===== src/rtl/comp_pkg.sv =====
// rtl/comp_pkg.sv - shared types and constants for the serial magnitude comparator
package comp_pkg;

   localparam int DEFAULT_WIDTH = 8;

   typedef enum logic [1:0] {
      S_IDLE  = 2'd0,
      S_SHIFT = 2'd1,
      S_DONE  = 2'd2
   } state_t;

   // Counter must reach WIDTH itself without wrapping.
   function automatic int cnt_bits(input int width);
      return $clog2(width + 1);
   endfunction

endpackage


===== src/rtl/comp_serial_if.sv =====
// rtl/comp_serial_if.sv - handshake and result bundle of the serial comparator
interface comp_serial_if;

   logic start;
   logic bit_valid;
   logic x;
   logic y;
   logic busy;
   logic done;
   logic eq;
   logic gt;
   logic lt;

   modport master (
      output start, bit_valid, x, y,
      input  busy, done, eq, gt, lt
   );

   modport slave (
      input  start, bit_valid, x, y,
      output busy, done, eq, gt, lt
   );

endinterface


===== src/rtl/comp_bit_cell.sv =====
// rtl/comp_bit_cell.sv - per-bit equality and greater-than decision
module comp_bit_cell (
   input  logic x,
   input  logic y,
   output logic bit_eq,
   output logic bit_gt
);

   assign bit_eq = ~(x ^ y);
   assign bit_gt = x & ~y;

endmodule


===== src/rtl/comp_serial.sv =====
// rtl/comp_serial.sv - MSB-first serial unsigned comparator; gt/lt only with COMP_SERIAL_MAG_EN
module comp_serial
   import comp_pkg::*;
#(
   parameter int WIDTH = DEFAULT_WIDTH
) (
   input  logic          clk,
   input  logic          rst,
   comp_serial_if.slave  bus
);

   localparam int             CW   = cnt_bits(WIDTH);
   localparam logic [CW-1:0]  LAST = CW'(WIDTH - 1);

   state_t         state;
   state_t         state_nxt;
   logic [CW-1:0]  cnt;
   logic           decided;
   logic           eq_q;

   logic           cell_eq;
   logic           cell_gt;
   logic           accept;
   logic           take;
   logic           last_bit;
   logic           new_diff;
   logic           decided_nxt;

   comp_bit_cell u_cell (
      .x      (bus.x),
      .y      (bus.y),
      .bit_eq (cell_eq),
      .bit_gt (cell_gt)
   );

   always_comb begin
      accept      = bus.start && (state == S_IDLE || state == S_DONE);
      take        = (state == S_SHIFT) && bus.bit_valid;
      last_bit    = take && (cnt == LAST);
      new_diff    = take && !decided && !cell_eq;
      decided_nxt = decided | new_diff;
   end

   always_ff @(posedge clk) begin
      if (rst) begin
         state <= S_IDLE;
      end else begin
         state <= state_nxt;
      end
   end

   always_comb begin
      state_nxt = state;
      case (state)
         S_IDLE:  if (accept) state_nxt = S_SHIFT;
         S_SHIFT: if (last_bit) state_nxt = S_DONE;
         S_DONE:  state_nxt = accept ? S_SHIFT : S_IDLE;
         default: state_nxt = S_IDLE;
      endcase
   end

   // Pairs after the decision are still counted so done timing never depends on data.
   always_ff @(posedge clk) begin
      if (rst) begin
         cnt     <= '0;
         decided <= 1'b0;
         eq_q    <= 1'b0;
      end else if (accept) begin
         cnt     <= '0;
         decided <= 1'b0;
         eq_q    <= 1'b0;
      end else if (take) begin
         cnt     <= cnt + CW'(1);
         decided <= decided_nxt;
         if (last_bit) eq_q <= ~decided_nxt;
      end
   end

`ifdef COMP_SERIAL_MAG_EN
   logic gt_rec;
   logic gt_fin;
   logic gt_q;
   logic lt_q;

   assign gt_fin = new_diff ? cell_gt : gt_rec;

   always_ff @(posedge clk) begin
      if (rst) begin
         gt_rec <= 1'b0;
         gt_q   <= 1'b0;
         lt_q   <= 1'b0;
      end else if (accept) begin
         gt_rec <= 1'b0;
         gt_q   <= 1'b0;
         lt_q   <= 1'b0;
      end else if (take) begin
         if (new_diff) gt_rec <= cell_gt;
         if (last_bit) begin
            gt_q <= decided_nxt & gt_fin;
            lt_q <= decided_nxt & ~gt_fin;
         end
      end
   end

   assign bus.gt = gt_q;
   assign bus.lt = lt_q;
`else
   logic unused_cell_gt;
   assign unused_cell_gt = cell_gt;

   assign bus.gt = 1'b0;
   assign bus.lt = 1'b0;
`endif

   assign bus.busy = (state == S_SHIFT);
   assign bus.done = (state == S_DONE);
   assign bus.eq   = eq_q;

endmodule


===== src/flat_wrapper.sv =====
// flat-port wrapper written by rule: the top's interface ports become plain ports
module comp_serial_flat import comp_pkg::*;
#(
   parameter int WIDTH = DEFAULT_WIDTH
)
  (clk, rst, bus_start, bus_bit_valid, bus_x, bus_y, bus_busy, bus_done, bus_eq, bus_gt, bus_lt);
  comp_serial_if bus_i ();
  input  logic clk;
  input  logic rst;
  input wire logic [$bits(bus_i.start)-1:0] bus_start;
  input wire logic [$bits(bus_i.bit_valid)-1:0] bus_bit_valid;
  input wire logic [$bits(bus_i.x)-1:0] bus_x;
  input wire logic [$bits(bus_i.y)-1:0] bus_y;
  output wire logic [$bits(bus_i.busy)-1:0] bus_busy;
  output wire logic [$bits(bus_i.done)-1:0] bus_done;
  output wire logic [$bits(bus_i.eq)-1:0] bus_eq;
  output wire logic [$bits(bus_i.gt)-1:0] bus_gt;
  output wire logic [$bits(bus_i.lt)-1:0] bus_lt;
  assign bus_i.start = bus_start;
  assign bus_i.bit_valid = bus_bit_valid;
  assign bus_i.x = bus_x;
  assign bus_i.y = bus_y;
  assign bus_busy = bus_i.busy;
  assign bus_done = bus_i.done;
  assign bus_eq = bus_i.eq;
  assign bus_gt = bus_i.gt;
  assign bus_lt = bus_i.lt;
  comp_serial #(.WIDTH(WIDTH)) u_core (.clk(clk), .rst(rst), .bus(bus_i));
endmodule

===== config.mk =====
export PLATFORM = sky130hd
export DESIGN_NAME = comp_serial_flat
export DESIGN_NICKNAME = d
export VERILOG_FILES = /design/src/rtl/comp_pkg.sv /design/src/rtl/comp_serial_if.sv /design/src/rtl/comp_bit_cell.sv /design/src/rtl/comp_serial.sv /design/src/flat_wrapper.sv
export SDC_FILE = /design/constraint.sdc
export NUM_CORES = 1
export LEC_CHECK = 0
export CAP_MARGIN = 20
export CORE_AREA = 4 4 41 43
export CTS_CLUSTER_SIZE = 30
export DETAILED_ROUTE_END_ITERATION = 10
export DIE_AREA = 0 0 45 47
export PLACE_DENSITY = 0.56
export SLEW_MARGIN = 30
export SYNTH_ARGS = -nofsm -noshare
export SYNTH_HDL_FRONTEND = slang
export SYNTH_SLANG_ARGS = --single-unit

===== constraint.sdc =====
create_clock -name clk -period 1.5 [get_ports clk]
set_input_delay 0.3 -clock clk [delete_from_list [all_inputs] [get_ports clk]]
set_output_delay 0.3 -clock clk [all_outputs]
set_load 0.05 [all_outputs]

==> results of run 1 <==
[power by group]
part | internal, mW | switching (mW) | total, mW
sequential | 0.217 | 0.00539 | 0.223
combinational | 0.0385 | 0.0420 | 0.0806
clock | 0.0912 | 0.0673 | 0.158
[worst paths after layout]
path | to | slack (ns)
max | bus_busy | 0.11
min reg2reg | u_core.cnt[1]$_SDFFE_PP0P_ | 0.48
max reg2reg | u_core.bus.eq$_SDFFE_PP0P_ | 0.20
min | u_core.cnt[1]$_SDFFE_PP0P_ | 0.48
[per-stage QoR]
| step | hold WS, ns | util | setup slack [ns] | power [mW] |
|---|---|---|---|---|
| after floorplan | 0.369 | - | 0.128 | 0.271 |
| after global placement | 0.469 | 0.407 | -0.108 | 0.306 |
| after detailed placement | 0.474 | 0.407 | -0.131 | 0.306 |
| after CTS | 0.480 | 0.424 | 0.0221 | 0.465 |
| after global routing | 0.515 | 0.428 | 0.0553 | 0.480 |
| final | 0.476 | 0.428 | 0.105 | 0.462 |
[routing by layer]
metal | GRT usage | share of wire | vias to the layer above
met1 | 0.108 | 0.48 | 137
met5 | 0 | 0 | -
li1 | - | - | 167
met4 | 0.0526 | 0 | 0
met3 | 0.0230 | 0.050 | 0
met2 | 0.116 | 0.46 | 6
[cell usage after synthesis]
master	number
nor4b_1	1
nand2_1	1
ha_1	1
a21oi_1	3
conb_1	1
buf_4	2
inv_1	1
o21ai_0	3
xor2_1	3
or4_4	1
or3_1	1
nand4b_1	1
nand3_1	2
a21oi_2	1
nand3b_1	1
nor2b_1	2
a31oi_1	1
nand2b_1	2
nand3b_4	1
dfxtp_1	8
nor2_1	3
[state kept, by name, summed over array words and instances, names as in the netlist]
name,cells
u_core.cnt,4
u_core.bus.eq,1
u_core.state,2
u_core.decided,1
[layout make-up]
class,count,area share
Inverter,1,0.00674
Tap cell,15,0.0337
Multi-Input combinational cell,30,0.380
Clock buffer,3,0.0404
Sequential cell,8,0.288
Timing Repair Buffer,12,0.252
[cells by family after synthesis]
| group | Yosys count |
|---|---|
| buffers and inverters | 3 |
| adder cells (fa/ha/maj) | 1 |
| flip-flops | 8 |
| AND/OR/NAND/NOR | 16 |
| AO/OA/AOI/OAI | 8 |
| XOR/XNOR | 3 |
| other | 1 |
[worst max-delay path: stages, from the launching register on]
cell     delay, ns
dfxtp_1       0.43
nor2b_4       0.26
buf_12        0.16
==> impl_metrics.toml, run 1 <==
[clock_tree]
cts_hold_buf = 0
clkSinkCount = 8
cts_setup_buffers = 0
cts_tree = "done"
postCtsResizedCells = 0
root_buffer = "clkbuf_4"
htree_num_levels = 1
clkTransAtPathRegs_ns = 0.05
cts_made_buffers = 3
clockBufferDepth = 2
clock_latency_ns = 0.24

[final_layout]
final_area_um2 = 557
multi_input_area_um2 = 211
synthToLayoutAreaGrowth_pct = 46.9
layoutNonFillerInstCount = 69
layout_commonest_cell = "dfxtp_1"
seq_area_um2 = 160
nFillCells = 137
finalNetCount = 63
drive_gt1_frac = 0.259
diodes = 0
final_cell_mix = "dfxtp_1 (8), clkdlybuf4s50_1 (5), buf_4 (4)"

[die]
die_area_um2 = 2120
fp.dieW_um = 45
ios = 11
die_y_um = 47
row_count = 13
start_util = 0.291
core_area_um2 = 1300

[logic_synthesis]
synth.avg_cell_area_um2 = 9.48
synth_xor_xnor_area_share = 0.0693
synth_top_family_by_area = "simple AND/OR/NAND/NOR gates"
synth_mux_area_frac = 0
syn_inst = 40
ys.warnings.count = 0
synth_cell_types = 21
synth_seq_cells = 8
netlist_area_um2 = 379
synth_compound_area_frac = 0.119
synthAdderAreaFrac = 0.0330
ys_seq_area_frac = 0.422
synth_top_area_cell = "dfxtp_1"
synth_top_area_share = 0.422
synthSimpleGateAreaFrac = 0.297
synthTopCellsByArea = "dfxtp_1 (42%), xor2_1 (6.9%), nand3b_4 (5.3%)"

[placed_design]
dpl.hpwl_um = 580
dp_cells = 66
portBuffers = 8
placed_area_um2 = 529
gp_congestion = 0.693

[routing]
vias = 310
drcViolationCount = 0
antenna_left = 0
vias_per_cell = 4.49
drtIter0Drc = 2
dr.pass1.iters = 2
routed_wl_um = 717
post_drt_wl_per_cell_um = 10.4

[setup_path]
endpoint_kind = "output pin"
worstPathArrival_ns = 1.09
crit_fanout = 5
r2r_start = "u_core.cnt[0]$_SDFFE_PP0P_"
worstSetupStartpointType = "register"
worst_ep_required_time_ns = 1.20
r2r_cells = 4
critPathLaunch = "u_core.state[0]$_SDFFE_PP0P_"
crit_type = "register to output pin"

[timing]
slew_violations = 0
setup_tns_ns = 0
rsz0062_at_grt = "false"
period_share = 0.930
finClkSkew_ns = 0.00164
timing.fmax_mhz = 717
hold_viol = 0
setup_viol = 0
fin_crit_ns = 1.39

[min_path]
hold_path.class = "register to register"
min-delay-start = "u_core.cnt[1]$_SDFFE_PP0P_"
worstHoldPathCells = 2

[pwr]
leakagePower_nw = 0.225
ir_worst_vdd_mv = 0.380
power_density_nw_per_um2 = 829

[grt]
grt_pass1_vias = 305
gr-total-overflow = 0
grt_max_degree = 7
grt.total_usage = 0.0817
antenna_found_initial = 0
grt_pass1_wl_mm = 1.24

[run_status]
run_status = "finished, final reports clean"

[run]
drv_cap = 0
No activity file was read; power rests on OpenSTA's default activity.
==> run 2, diff against run 1 <==
- CTS_CLUSTER_DIAMETER: not set -> 200
==> results of run 2 <==
The final DEF is identical to that of run 1; final timing and power are the same.
